$ cat src/rtl/osl_host_fifo.sv
// -----------------------------------------------------------------------------
// osl_host_fifo
//
// Host-side adapter for the OSL serial link. It sits between the CPU bus decode
// and the host_* word port of the link block, and the whole module runs in a
// single clock domain.
//   - TX FIFO: buffers CPU words. A drain FSM hands each word to the link as a
//     one-cycle link_wr pulse, with a guard cycle between pulses.
//   - RX FIFO: a fill FSM takes received link words with a one-cycle link_rd
//     pulse and buffers them for the CPU. The head of the RX FIFO is shown on
//     cpu_dout (first-word-fall-through).
//
// Ports
//   clk, resetb              clock; asynchronous active-low reset
//   cpu_wr, cpu_din          push into the TX FIFO; cpu_full = TX FIFO full
//   cpu_rd, cpu_dout         pop the RX FIFO head; cpu_empty = RX FIFO empty
//   tx_level, rx_level       FIFO occupancy, 0..depth
//   err_clr                  clears the sticky tx_ovf / rx_unf flags
//   tx_ovf                   sticky: cpu_wr while the TX FIFO was full
//   rx_unf                   sticky: cpu_rd while the RX FIFO was empty
//   link_wr, link_dout       to the link host_wr / host_din
//   link_dir                 from host_dir: the link can accept a word
//   link_rd                  to the link host_rd
//   link_din, link_dor       from host_dout / host_dor
// -----------------------------------------------------------------------------
module osl_host_fifo #(
    parameter int WORDSZ    = 8,
    parameter int TXDEPTHL2 = 2,
    parameter int RXDEPTHL2 = 2
) (
    input  logic                 clk,
    input  logic                 resetb,
    input  logic                 cpu_wr,
    input  logic [WORDSZ-1:0]    cpu_din,
    output logic                 cpu_full,
    input  logic                 cpu_rd,
    output logic [WORDSZ-1:0]    cpu_dout,
    output logic                 cpu_empty,
    output logic [TXDEPTHL2:0]   tx_level,
    output logic [RXDEPTHL2:0]   rx_level,
    input  logic                 err_clr,
    output logic                 tx_ovf,
    output logic                 rx_unf,
    output logic                 link_wr,
    output logic [WORDSZ-1:0]    link_dout,
    input  logic                 link_dir,
    output logic                 link_rd,
    input  logic [WORDSZ-1:0]    link_din,
    input  logic                 link_dor
);

    localparam int TXDEPTH = 1 << TXDEPTHL2;
    localparam int RXDEPTH = 1 << RXDEPTHL2;

    localparam logic [TXDEPTHL2:0]   TX_FULL_LVL = TXDEPTH[TXDEPTHL2:0];
    localparam logic [RXDEPTHL2:0]   RX_FULL_LVL = RXDEPTH[RXDEPTHL2:0];
    localparam logic [TXDEPTHL2-1:0] TX_PTR_INC  = TXDEPTHL2'(1);
    localparam logic [RXDEPTHL2-1:0] RX_PTR_INC  = RXDEPTHL2'(1);
    localparam logic [TXDEPTHL2:0]   TX_LVL_INC  = (TXDEPTHL2 + 1)'(1);
    localparam logic [RXDEPTHL2:0]   RX_LVL_INC  = (RXDEPTHL2 + 1)'(1);

    typedef enum logic [1:0] {
        TXD_IDLE = 2'd0,
        TXD_WR   = 2'd1,
        TXD_HOLD = 2'd2
    } txd_state_e;

    typedef enum logic [1:0] {
        RXF_IDLE = 2'd0,
        RXF_RD   = 2'd1,
        RXF_HOLD = 2'd2
    } rxf_state_e;

    // ------------------------------------------------------------------
    // State
    // ------------------------------------------------------------------
    logic [WORDSZ-1:0]    tx_mem_q [TXDEPTH];
    logic [WORDSZ-1:0]    rx_mem_q [RXDEPTH];

    logic [TXDEPTHL2-1:0] tx_wptr_q, tx_wptr_d;
    logic [TXDEPTHL2-1:0] tx_rptr_q, tx_rptr_d;
    logic [TXDEPTHL2:0]   tx_level_q, tx_level_d;
    logic [RXDEPTHL2-1:0] rx_wptr_q, rx_wptr_d;
    logic [RXDEPTHL2-1:0] rx_rptr_q, rx_rptr_d;
    logic [RXDEPTHL2:0]   rx_level_q, rx_level_d;

    txd_state_e           txd_state_q, txd_state_d;
    rxf_state_e           rxf_state_q, rxf_state_d;

    logic                 link_wr_q, link_wr_d;
    logic [WORDSZ-1:0]    link_dout_q, link_dout_d;
    logic                 link_rd_q, link_rd_d;
    logic                 tx_ovf_q, tx_ovf_d;
    logic                 rx_unf_q, rx_unf_d;

    // ------------------------------------------------------------------
    // Handshake decode. Full/empty come straight from the registered
    // levels, so a write to a full FIFO is refused even when the drain
    // pops in the same cycle.
    // ------------------------------------------------------------------
    logic tx_full, tx_empty, tx_push, tx_pop, tx_ovf_set;
    logic rx_full, rx_empty, rx_push, rx_pop, rx_unf_set;

    assign tx_full    = (tx_level_q == TX_FULL_LVL);
    assign tx_empty   = (tx_level_q == '0);
    assign tx_push    = cpu_wr & ~tx_full;
    assign tx_ovf_set = cpu_wr & tx_full;
    assign tx_pop     = (txd_state_q == TXD_IDLE) & ~tx_empty & link_dir;

    assign rx_full    = (rx_level_q == RX_FULL_LVL);
    assign rx_empty   = (rx_level_q == '0);
    // The word is taken in the cycle link_rd is high; the link keeps
    // link_din valid until it has seen link_rd.
    assign rx_push    = (rxf_state_q == RXF_RD);
    assign rx_pop     = cpu_rd & ~rx_empty;
    assign rx_unf_set = cpu_rd & rx_empty;

    // ------------------------------------------------------------------
    // Next-state logic
    // ------------------------------------------------------------------
    always_comb begin
        tx_wptr_d   = tx_wptr_q;
        tx_rptr_d   = tx_rptr_q;
        tx_level_d  = tx_level_q;
        txd_state_d = txd_state_q;
        link_wr_d   = 1'b0;
        link_dout_d = link_dout_q;

        if (tx_push) begin
            tx_wptr_d = tx_wptr_q + TX_PTR_INC;
        end
        if (tx_pop) begin
            tx_rptr_d   = tx_rptr_q + TX_PTR_INC;
            link_dout_d = tx_mem_q[tx_rptr_q];
        end
        if (tx_push && !tx_pop) begin
            tx_level_d = tx_level_q + TX_LVL_INC;
        end else if (!tx_push && tx_pop) begin
            tx_level_d = tx_level_q - TX_LVL_INC;
        end

        // Drain: pop -> one cycle of link_wr -> one guard cycle.
        // This gives a minimum spacing of 3 cycles between link_wr pulses.
        case (txd_state_q)
            TXD_IDLE: begin
                if (tx_pop) begin
                    txd_state_d = TXD_WR;
                    link_wr_d   = 1'b1;
                end
            end
            TXD_WR:   txd_state_d = TXD_HOLD;
            TXD_HOLD: txd_state_d = TXD_IDLE;
            default:  txd_state_d = TXD_IDLE;
        endcase
    end

    always_comb begin
        rx_wptr_d   = rx_wptr_q;
        rx_rptr_d   = rx_rptr_q;
        rx_level_d  = rx_level_q;
        rxf_state_d = rxf_state_q;
        link_rd_d   = 1'b0;

        if (rx_push) begin
            rx_wptr_d = rx_wptr_q + RX_PTR_INC;
        end
        if (rx_pop) begin
            rx_rptr_d = rx_rptr_q + RX_PTR_INC;
        end
        if (rx_push && !rx_pop) begin
            rx_level_d = rx_level_q + RX_LVL_INC;
        end else if (!rx_push && rx_pop) begin
            rx_level_d = rx_level_q - RX_LVL_INC;
        end

        // Only one fill is ever in flight, so a free slot seen in IDLE is
        // still free when the word arrives. While the FIFO is full,
        // link_rd is withheld and the link keeps its word.
        case (rxf_state_q)
            RXF_IDLE: begin
                if (link_dor && !rx_full) begin
                    rxf_state_d = RXF_RD;
                    link_rd_d   = 1'b1;
                end
            end
            RXF_RD:   rxf_state_d = RXF_HOLD;
            RXF_HOLD: rxf_state_d = RXF_IDLE;
            default:  rxf_state_d = RXF_IDLE;
        endcase
    end

    // A new error event takes priority over a clear in the same cycle.
    always_comb begin
        tx_ovf_d = tx_ovf_set | (tx_ovf_q & ~err_clr);
        rx_unf_d = rx_unf_set | (rx_unf_q & ~err_clr);
    end

    // ------------------------------------------------------------------
    // Registers
    // ------------------------------------------------------------------
    always_ff @(posedge clk or negedge resetb) begin
        if (!resetb) begin
            tx_wptr_q   <= '0;
            tx_rptr_q   <= '0;
            tx_level_q  <= '0;
            rx_wptr_q   <= '0;
            rx_rptr_q   <= '0;
            rx_level_q  <= '0;
            txd_state_q <= TXD_IDLE;
            rxf_state_q <= RXF_IDLE;
            link_wr_q   <= 1'b0;
            link_dout_q <= '0;
            link_rd_q   <= 1'b0;
            tx_ovf_q    <= 1'b0;
            rx_unf_q    <= 1'b0;
        end else begin
            tx_wptr_q   <= tx_wptr_d;
            tx_rptr_q   <= tx_rptr_d;
            tx_level_q  <= tx_level_d;
            rx_wptr_q   <= rx_wptr_d;
            rx_rptr_q   <= rx_rptr_d;
            rx_level_q  <= rx_level_d;
            txd_state_q <= txd_state_d;
            rxf_state_q <= rxf_state_d;
            link_wr_q   <= link_wr_d;
            link_dout_q <= link_dout_d;
            link_rd_q   <= link_rd_d;
            tx_ovf_q    <= tx_ovf_d;
            rx_unf_q    <= rx_unf_d;
        end
    end

    // Storage arrays carry no reset; the pointers define what is valid.
    always_ff @(posedge clk) begin
        if (tx_push) begin
            tx_mem_q[tx_wptr_q] <= cpu_din;
        end
        if (rx_push) begin
            rx_mem_q[rx_wptr_q] <= link_din;
        end
    end

    // ------------------------------------------------------------------
    // Outputs
    // ------------------------------------------------------------------
    assign cpu_full  = tx_full;
    assign cpu_empty = rx_empty;
    // Gated so that an empty FIFO (including just after reset) shows zero
    // rather than stale or uninitialised storage.
    assign cpu_dout  = rx_empty ? '0 : rx_mem_q[rx_rptr_q];
    assign tx_level  = tx_level_q;
    assign rx_level  = rx_level_q;
    assign tx_ovf    = tx_ovf_q;
    assign rx_unf    = rx_unf_q;
    assign link_wr   = link_wr_q;
    assign link_dout = link_dout_q;
    assign link_rd   = link_rd_q;

endmodule

$ cat config.mk
export PLATFORM = sky130hd
export DESIGN_NAME = osl_host_fifo
export DESIGN_NICKNAME = d
export VERILOG_FILES = /design/src/rtl/osl_host_fifo.sv
export SDC_FILE = /design/constraint.sdc
export NUM_CORES = 1
export LEC_CHECK = 0
export CAP_MARGIN = 15
export CORE_ASPECT_RATIO = 0.8
export CORE_MARGIN = 5
export CORE_UTILIZATION = 57
export CTS_BUF_LIST = sky130_fd_sc_hd__clkbuf_2
export DETAILED_ROUTE_END_ITERATION = 7
export PLACE_DENSITY = 0.9
export SYNTH_ARGS = -nofsm -noshare
export SYNTH_HDL_FRONTEND = slang
export SYNTH_SLANG_ARGS = --single-unit
$ cat constraint.sdc
create_clock -name clk -period 2.4 [get_ports clk]
set_clock_uncertainty 0.15 [all_clocks]
set_input_delay 0.48 -clock clk [delete_from_list [all_inputs] [get_ports clk]]
set_output_delay 0.48 -clock clk [all_outputs]
set_load 0.02 [all_outputs]
# Word level (Yosys, flattened, before mapping)
# Memory sizes are Yosys's and may differ from the RTL's. A register that Yosys moved wholly into a read port is not among the register bits.
# Index checks and enable logic that the tools add are counted.
dict set report word_totals {
  register_bits 22
  ram_bits 64
  inputBits 23
  out_inout_bits 28
  word_cells 76
  n_memories 2
}
# name words width read_ports rd_clocked_by_memory_dff wr line_no
set memory_table {}
lappend memory_table {rx_mem_q 4 8 1 0 1 78} ;# logic [WORDSZ-1:0] rx_mem_q [RXDEPTH];
lappend memory_table {tx_mem_q 4 8 1 1 1 77} ;# logic [WORDSZ-1:0] tx_mem_q [TXDEPTH];
dict set report classes {
  n_addsub 8
  eq_ne 6
  n_mux 17
  bitwise 14
  reduce_logical 17
}
# cell count
set op_table {}
lappend op_table {{$mux 3} 4}
lappend op_table {{$add 2x1->2 const B} 4}
lappend op_table {{$and 1x1->1} 8}
lappend op_table {{$mux 1} 8}
lappend op_table {{$mux 8} 1}
lappend op_table {{$pmux 2 s2} 2}
lappend op_table {{$add 3x1->3 const B} 2}
lappend op_table {{$eq 3x3->1 const B} 2}
lappend op_table {{$logic_not 1->1} 6}
lappend op_table {{$logic_not 3->1} 2}
lappend op_table {{$sub 3x1->3 const B} 2}
lappend op_table {{$logic_and 1x1->1} 5}
lappend op_table {{$eq 2x1->1 const B} 2}
lappend op_table {{$logic_not 2->1} 2}
lappend op_table {{$mux 2} 2}
lappend op_table {{$ne 2x2->1 const B} 2}
lappend op_table {{$not 1->1} 4}
lappend op_table {{$reduce_bool 2->1} 2}
lappend op_table {{$or 1x1->1} 2}

# Longest topological paths before layout
dict set report logic_depth {
  depth_word 7
  depth_mapped 10
  ltp_nobuf 9
}

# Least setup slack after synthesis
# No wires, ideal clock.
dict set report synth_path {
  path_type {reg-to-reg}
  from {register tx_level_q[0] (netlist: tx_level[0])}
  to {register tx_level_q[1] (netlist: tx_level[1])}
  setup_ps 125
  t_arrival_ps 2113
  t_required_ps 2125
  path_slack_ps 12
  path_stages_with_launch 8
  path_buffers 1
  period_less_slack_ps 2388
  path_cell_list {dfrtp_1 nor3b_2 nor2b_1 buf_2 ha_1 inv_1 fa_1 mux2_2}
}
dict set report synth_between {
  elab_cells_between_ends 16
  classes_between {add/sub: 2; eq/ne: 1; mux: 2; bitwise: 5; reduce/logical: 6}
}
# item line_no
set synth_lines {}
lappend synth_lines {{start, declared} 82} ;# logic [TXDEPTHL2:0] tx_level_q, tx_level_d;
lappend synth_lines {{start signal, assigned} 219} ;# tx_level_q <= tx_level_d;
lappend synth_lines {{$eq 3x3->1} 104} ;# assign tx_full = (tx_level_q == TX_FULL_LVL);
lappend synth_lines {{via cpu_full} 35} ;# output logic cpu_full,
lappend synth_lines {{$not 1->1} 106} ;# assign tx_push = cpu_wr & ~tx_full;
lappend synth_lines {{$and 1x1->1} 106}
lappend synth_lines {{via tx_push} 101} ;# logic tx_full, tx_empty, tx_push, tx_pop, tx_ovf_set;
lappend synth_lines {{$logic_and 1x1->1} 136} ;# if (tx_push && !tx_pop) begin
lappend synth_lines {{$mux 3} 136}
lappend synth_lines {{via tx_level_d[1]} 82}
# The timed path passes the listed nets, and every way through them passes these cells. The select of a mux whose other input is x is not followed.
# A chain may end at the register's enable or synchronous reset.

# Worst setup path in the final report
dict set report layout_path {
  from {register rx_rptr_q[0]}
  to {output cpu_dout[6]}
}
dict set report layout_between {
  elab_chain_len 2
}
# item line_no
set layout_rtl {}
lappend layout_rtl {{start, declared} 84} ;# logic [RXDEPTHL2-1:0] rx_rptr_q, rx_rptr_d;
lappend layout_rtl {{start signal, assigned} 221} ;# rx_rptr_q <= rx_rptr_d;
lappend layout_rtl {{$mem_v2 4x8} n/a}
lappend layout_rtl {{$mux 8} 250} ;# assign cpu_dout = rx_empty ? '0 : rx_mem_q[rx_rptr_q];
lappend layout_rtl {{end, declared} 37} ;# output logic [WORDSZ-1:0] cpu_dout,
# No other way between the ends.

==> reports/metrics.csv <==
stage;metric;value;unit
status;outcome;complete, but fails checks;
status;violations;negative setup slack;
synthesis;synth_compound_area_share;0.6607;%
global_route;grt_overflow;0;
power_and_ir_drop;p_total;5.850;mW
placed_design;preCtsSetupSlack;-50.82;ps
timing;max_slew_margin;68.13;%
synthesis;synth-simple-area-share;5.913;%
clocking;h-tree-depth;3;
setup_path;arrival;1890;ps
timing;drv_slew;0;
synthesis;synth_nets;240;
floorplanning;dieArea;8385;um^2
timing;hold_viol;0;
cells_and_area;regArea;2674;um^2
synthesis;async_flop_share;31.91;%
routing;route.detailed.wl_per_inst;18.18;um
synthesis;synth_top_family_by_area;multiplexers;
synthesis;synth_fa_ha_area_share;4.361;%
placed_design;hpwl;4761;um
routing;routed_wirelength;6691;um
clocking;numCtsBuffers;9;
cells_and_area;syn2layout_area_growth;22.96;%
run;drv_cap;0;
timing;tightest_slew;478.1;ps
synthesis;synth.top_cells.by_count;edfxtp_1 (64), dfrtp_1 (30), and2_1 (16), mux4_2 (16), ha_1 (10);
clocking;clk_pin_slew_worst_paths;240;ps
timing;fmax;397.0;MHz
timing;setup_slack;-118.9;ps
global_route;antenna_found_initial;0;
setup_path;critPathRequiredTime;1770;ps
min_path;hp-class;in -> async;
cells_and_area;n_antenna_cell;0;
cells_and_area;nFillCells;409;
clocking;root_buffer;clkbuf_2;
synthesis;yosys-top-cells-area;edfxtp_1 (51%), dfrtp_1 (20%), mux4_2 (9.5%);
clocking;clkSinkCount;94;
synthesis;synth-seq-cells;94;
synthesis;synth_top_area_cell;edfxtp_1;
placed_design;port-buffer-count;50;
routing;detail-route-antenna-nets;0;
power_and_ir_drop;power_leakage;1.815;nW
global_route;grt_pass1_vias;2112;
power_and_ir_drop;power_density;1256;nW/um^2
setup_path;crit_path_start_kind;register;
timing;setup_viol;8;
cells_and_area;nNetsFinal;314;
cells_and_area;drive_above_1_share;30.28;%
cells_and_area;multi_input_area;1061;um^2
synthesis;synthMuxAreaShare;13.48;%
placed_design;dpl-instance-area;4488;um^2
synthesis;ys_warn_count;0;
synthesis;yosysMostFrequentCell;edfxtp_1;
timing;tns;-821.6;ps
synthesis;yosysTopAreaCellShare;50.74;%
power_and_ir_drop;ir_drop;0.5967;mV
setup_path;crit_fanout;6;
placed_design;gp_congestion;0.7539;
timing;fin_crit_sh;105.0;%
floorplanning;io_pins;51;
routing;routed_via_density;5.280;
timing;whs;159.2;ps
synthesis;syn_inst;205;
global_route;grt_pass1_wl;11160;um
synthesis;synth-xor-area-share;2.775;%
clocking;insertion_delay;520;ps
clocking;cts_tree;yes;
floorplanning;rows;26;
routing;vias;1943;
floorplanning;initial_core_util;59.10;%
synthesis;syn_area_per_cell;18.48;um^2
global_route;track_usage;17.62;%
synthesis;synth-main-ff-cell;edfxtp_1;
setup_path;r2r_setup_slack;120;ps
setup_path;endpoint_kind;output port;
setup_path;critPathKind;reg -> out;
routing;drc;0;
synthesis;netlist-cell-type-count;28;
synthesis;netlist_area;3787;um^2
timing;period_needed;2519;ps
synthesis;ys_seq_area_share;70.56;%
floorplanning;die_w;101.1;um
routing;firstDrtPassIters;4;
setup_path;r2r_start;tx_level[0];
floorplanning;die_h;82.91;um
cells_and_area;stdcell_area;4657;um^2
clocking;clock_path_buffers;2;
setup_path;reg2regPathDepth;10;
setup_path;reg2reg_to;tx_level[2];
global_route;grt_max_degree;31;
synthesis;synth-edff-count;64;
routing;dr.first_iter.drc_count;121;
timing;rsz0062_at_grt;true;
floorplanning;core_area;6409;um^2
## metrics by stage
step / instances / util [%]
after floorplan: 205 / -
after global placement: 350 / 70.03
after detailed placement: 350 / 70.03
after CTS: 366 / 72.16
after global routing: 368 / 72.67
final: 368 / 72.67
## cells in the final DEF (no fill, tap or decap), types with 3 or more instances in the layout
master / Yosys / layout
mux2_4: 7 / 7
buf_6: 2 / 12
xnor2_1: 6 / 6
clkbuf_2: 0 / 10
clkinvlp_4: 0 / 4
clkdlybuf4s50_1: 0 / 36
and2_1: 16 / 8
buf_4: 0 / 18
nor2b_1: 4 / 4
mux4_2: 16 / 16
mux2_2: 3 / 3
nand2_1: 5 / 5
edfxtp_1: 64 / 64
ha_1: 10 / 10
and2_4: 0 / 8
dlymetal6s2s_1: 0 / 3
dfrtp_1: 30 / 29
nor2_1: 5 / 5
inv_1: 9 / 9
xor2_1: 6 / 6
## worst max path at each step
stage | to | depth (start not counted) | from
floorplan | tx_level[1] | 7 | tx_level[0]
global route | cpu_dout[0] | 4 | rx_rptr_q[0]
global placement | tx_level[2] | 8 | cpu_wr
detailed placement | tx_level[2] | 9 | link_dir
finish | cpu_dout[6] | 4 | rx_rptr_q[0]
CTS | cpu_dout[5] | 4 | rx_rptr_q[0]
## flip-flops by register name, summed over array words and instances (netlist names)
name / flops
rx_unf: 1
tx_mem_q: 32
tx_level: 3
rx_mem_q: 32
tx_rptr_q: 2
link_wr: 1
link_rd: 1
tx_wptr_q: 2
link_dout: 8
tx_ovf: 1
rxf_state_q: 2
rx_rptr_q: 2
txd_state_q: 2
rx_wptr_q: 2
rx_level: 3
## repair_timing
action	CTS	global route
resized for setup	68	8
buffers inserted	0	2
setup endpoints to repair	12	12
hold buffers	0	0
pin swaps	8	1
## kinds of logic after synthesis
| group | Yosys count |
|---|---|
| AOI/OAI and AO/OA | 5 |
| xor gates and xnor gates | 12 |
| adders and majority gates | 12 |
| buffers and inverters | 18 |
| DFF | 94 |
| muxes | 27 |
| and+or+nand+nor | 37 |
## area by class of cell
cell class | instances | area share, %
inverter | 10 | 0.8060
clock buffer | 10 | 1.075
multi-input combinational | 93 | 22.78
timing repair buffer | 71 | 14.64
tap | 84 | 2.257
sequential | 94 | 57.42
clock inverter | 6 | 1.021
## where the power goes
part / leakage [nW] / switching [mW] / internal [mW] / total (mW)
clock: 0.0508 / 0.517 / 0.144 / 0.661
sequential: 0.945 / 0.287 / 2.20 / 2.49
combinational: 0.820 / 1.20 / 1.50 / 2.70
total: 1.82 / 2.01 / 3.84 / 5.85
## layer usage
| layer | GRT usage, % | vias to the layer above | share of wire (%) |
|---|---|---|---|
| met2 | 27.79 | 47 | 52 |
| met5 | 0 | - | 0 |
| met3 | 4.774 | 9 | 4.6 |
| li1 | - | 899 | - |
| met4 | 5.556 | 0 | 1.8 |
| met1 | 23.97 | 988 | 41 |
## worst max-delay path: stages, from the launching register on
cell,delay (ps)
dfrtp_1,430
buf_6,150
mux4_2,500
and2_4,150
buf_6,120
Power figures use the tool's default switching activity.
==> variant 1: new RTL, same flow settings <==
Reset style: synchronous (`resetb`), changed in one clocked block. Comments in the files are not updated.
--- a/src/rtl/osl_host_fifo.sv
+++ b/src/rtl/osl_host_fifo.sv
@@ -198,7 +198,7 @@
     // ------------------------------------------------------------------
     // Registers
     // ------------------------------------------------------------------
-    always_ff @(posedge clk or negedge resetb) begin
+    always_ff @(posedge clk) begin
         if (!resetb) begin
             tx_wptr_q   <= '0;
             tx_rptr_q   <= '0;
Function: differs if resetb is asserted again (counterexample within 4 cycles, from zero or initial values and one cycle with resetb low); with resetb held inactive, the same outputs for 10 cycles.
==> variant 1 against the original RTL <==
The flow still finishes with violations (setup timing); cell area down 0.83%; power down 21%; wire length up 5.7%; combinational power down 36%; global-route usage up 1.2 points; cell count up 7.9%; setup slack better by 0.015 ns; sequential cell count up 2; synthesized area down 1.5%; highest routed layer unchanged.
==> variant 1: results (changes against the original RTL) <==
run_status: "complete, but fails checks"  # unchanged
violations: "setup timing"  # unchanged
rrSetupSlack_ns: 0.14  # was 0.12 ns
synth_fa_ha_area_share_pct: 4.425  # was 4.361%
multi_input_gates: 121  # was 93
grtUsageMet2_pct: 30.36  # was 27.79%
hold_class: "flop to flop"  # was input pin to asynchronous set/reset pin
r2r_start: "tx_level[1]"  # was tx_level[0]
setup_viol: 9  # was 8
yosysSeqAreaShare_pct: 68.66  # was 70.56%
bufAreaShareNonClock_pct: 13.98  # was 14.64%
p_clk_share_pct: 16.1  # was 11.3%
buffers_excl_clock: 69  # was 71
grt_max_degree: 20  # was 31
grt_use_met1_pct: 24.26  # was 23.97%
synthesis.nets: 272  # was 240
met3_length_um: 564  # was 306 um
grt_usage_pct: 18.84  # was 17.62%
wl_met2_um: 3455  # was 3501 um
async_flop_share_pct: 0  # was 31.91%
critPathMaxFanout: 8  # was 6
ir_drop_uv: 784.8  # was 596.7 uV
slew_headroom_pct: 59.37  # was 68.13%
layout_setup_ws_ns: -0.1038  # was -0.1189 ns
avgSynthCellArea_sq_um: 15.75  # was 18.48 sq um
synth_commonest_cells: "edfxtp_1, dfxtp_1, mux4_2"  # was edfxtp_1, dfrtp_1, and2_1, mux4_2, ha_1
==> variant 1: cell types whose count changed after synthesis, sizes merged, moves of 3 or more <==
cell     delta
a21oi       +6
and2       -11
and3        +4
dfrtp      -30
dfxtp      +32
mux2       -11
mux2i       +3
nand2       +5
nor2       +10
nor2b       +7
nor3        +3
o2bb2ai     +8
xnor2       -5
==> variant 1: critical path, stage by stage, from the launching register on <==
cell,delay (ns)
dfxtp_2,0.40
buf_12,0.13
mux4_2,0.50
nor2b_1,0.14
buf_2,0.15
==> variant 1: what timing repair did <==
item | CTS | global route
resized for setup | 45 | 21
setup endpoints to repair | 13 | 13
buffers inserted | 0 | 0
==> variant 1: power groups by stage <==
| stage | registers, uW | clock network [uW] | logic (uW) |
|---|---|---|---|
| after floorplan | 2230 | 0 | 865 |
| after global placement | 2170 | 0 | 1630 |
| after detailed placement | 2190 | 0 | 1690 |
| after CTS | 2160 | 760 | 1620 |
| after global routing | 2190 | 855 | 1860 |
| final | 2160 | 746 | 1720 |
==> variant 2: new RTL, config.mk and constraints unchanged <==
Made on the original files. `TXDEPTHL2`: 2 -> 1.
--- a/src/rtl/osl_host_fifo.sv
+++ b/src/rtl/osl_host_fifo.sv
@@ -25,7 +25,7 @@
 // -----------------------------------------------------------------------------
 module osl_host_fifo #(
     parameter int WORDSZ    = 8,
-    parameter int TXDEPTHL2 = 2,
+    parameter int TXDEPTHL2 = 1,
     parameter int RXDEPTHL2 = 2
 ) (
     input  logic                 clk,
Interface: changed (resized tx_level); port bits go from 51 to 50. The function was not compared with the original's and may differ.
==> variant 2 against the original RTL <==
The flow still finishes with violations (setup timing); setup slack better by 0.065 ns; wire length is 14% lower; power decreased by 10%; synthesized area down 21%; sequential cell count down 19; first-iteration DRC count is 12% lower; cell area down 18%; count of clock-buffer cells in the layout increased by 1; critical path type unchanged.
==> variant 2: results (changes against the original RTL) <==
worstReg2RegEnd: "rx_level[2]"  # was tx_level[2]
p_comb_share_pct: 44.5  # was 46.1%
endpoint: "cpu_dout[2]"  # was cpu_dout[6]
syn_area_sq_um: 2997  # was 3787 sq um
post-place-ws_ns: -0.003091  # was -0.05082 ns
grt_usage_pct: 18.26  # was 17.62%
gp_congestion: 0.7137  # was 0.7539
drt_iter0_markers: 107  # was 121
grt_max_degree: 28  # was 31
final_nets: 268  # was 314
critPathMaxFanout: 5  # was 6
pg_clk_uw: 872  # was 661 uW
synth.area.top_cells: "edfxtp_1, dfrtp_1, mux4_2, mux2_2, mux2_4"  # was edfxtp_1, dfrtp_1, mux4_2, ha_1, mux2_4
synth_edf_count: 48  # was 64
clkTransAtPathRegs_ns: 0.22  # was 0.24 ns
layout_setup_ws_ns: -0.05385  # was -0.1189 ns
grtUsageMet2_pct: 32.56  # was 27.79%
dp_hpwl_um: 3794  # was 4761 um
vias: 1636  # was 1943
grt_pass1_wl_um: 9066  # was 11160 um
tns_ns: -0.2956  # was -0.8216 ns
violations: "setup timing"  # unchanged
port_buffers: 49  # was 50
p_switching_uw: 1754  # was 2007 uW
async_flop_share_pct: 36.00  # was 31.91%
p_sw_share_pct: 33.38  # was 34.30%
slew_headroom_pct: 71.08  # was 68.13%
leakagePower_uw: 0.001549  # was 0.001815 uW
rr_worst_depth: 8  # was 10
grt_use_met1_pct: 21.57  # was 23.97%
setup_viol: 8  # unchanged
yosysSeqAreaShare_pct: 70.65  # was 70.56%
r2r_start: "rx_level[0]"  # was tx_level[0]
synth_commonest_cells: "edfxtp_1, dfrtp_1, and2_1"  # was edfxtp_1, dfrtp_1, and2_1, mux4_2, ha_1
synthesis.nets: 201  # was 240
grt.met3_usage_pct: 6.094  # was 4.774%
rrSetupSlack_ns: 0.07  # was 0.12 ns
clk_latency_ns: 0.47  # was 0.52 ns
run_status: "complete, but fails checks"  # unchanged
synth_cell_types: 26  # was 28
[variant 2: metrics by stage]
step / util [%] / cells
2_1_floorplan: - / 171
3_3_place_gp: 71.34 / 287
3_5_place_dp: 71.34 / 287
4_1_cts: 75.47 / 304
5_1_grt: 75.77 / 305
6_report: 75.77 / 305
[variant 2: how the worst min path moves through the flow]
stage / from / to / slack, ns / cells after the start
after floorplan: resetb / link_dout[0] / 0.03 / 0
after global placement: rxf_state_q[1] / rxf_state_q[1] / 0.29 / 1
after detailed placement: rxf_state_q[1] / rxf_state_q[1] / 0.31 / 1
after CTS: resetb / link_dout[4] / 0.20 / 2
after global routing: resetb / link_dout[1] / 0.17 / 2
final: resetb / link_dout[4] / 0.21 / 2
[variant 2: timing repair]
item | CTS | global route
gates resized for setup | 63 | 6
hold buffers | 0 | 0
gates cloned | 0 | 1
pin swaps | 7 | 1
setup buffers | 1 | 0
endpoints found under the setup margin | 11 | 10
[variant 2: area by class of cell]
class / count / area, sq um
flip-flops and latches: 75 / 2117
fillers: 286 / 1227
multi-input cells: 82 / 850.8
repair buffers: 61 / 599.3
clock inverters: 5 / 103.9
well taps: 62 / 77.57
clock buffers: 11 / 55.05
inverters: 9 / 33.78
[variant 2: per-layer routing]
layer	up-vias	part of all wire (%)	routed length, um
li1	752	-	-
met5	-	0	0
met4	0	0.64	37
met1	837	41	2363
met3	4	4.7	270
met2	43	54	3106
[variant 2: kinds of logic (layout without fill, tap and decap cells)]
group	Yosys count	in the layout	synth area share, %
flip-flops	75	75	70.65
AND/OR/NAND/NOR	33	34	6.597
AO/OA/AOI/OAI	5	5	0.8349
buffers and inverters	15	86	2.255
multiplexers	25	25	13.28
adder cells (fa/ha/maj)	7	7	3.173
XOR/XNOR	11	11	3.215
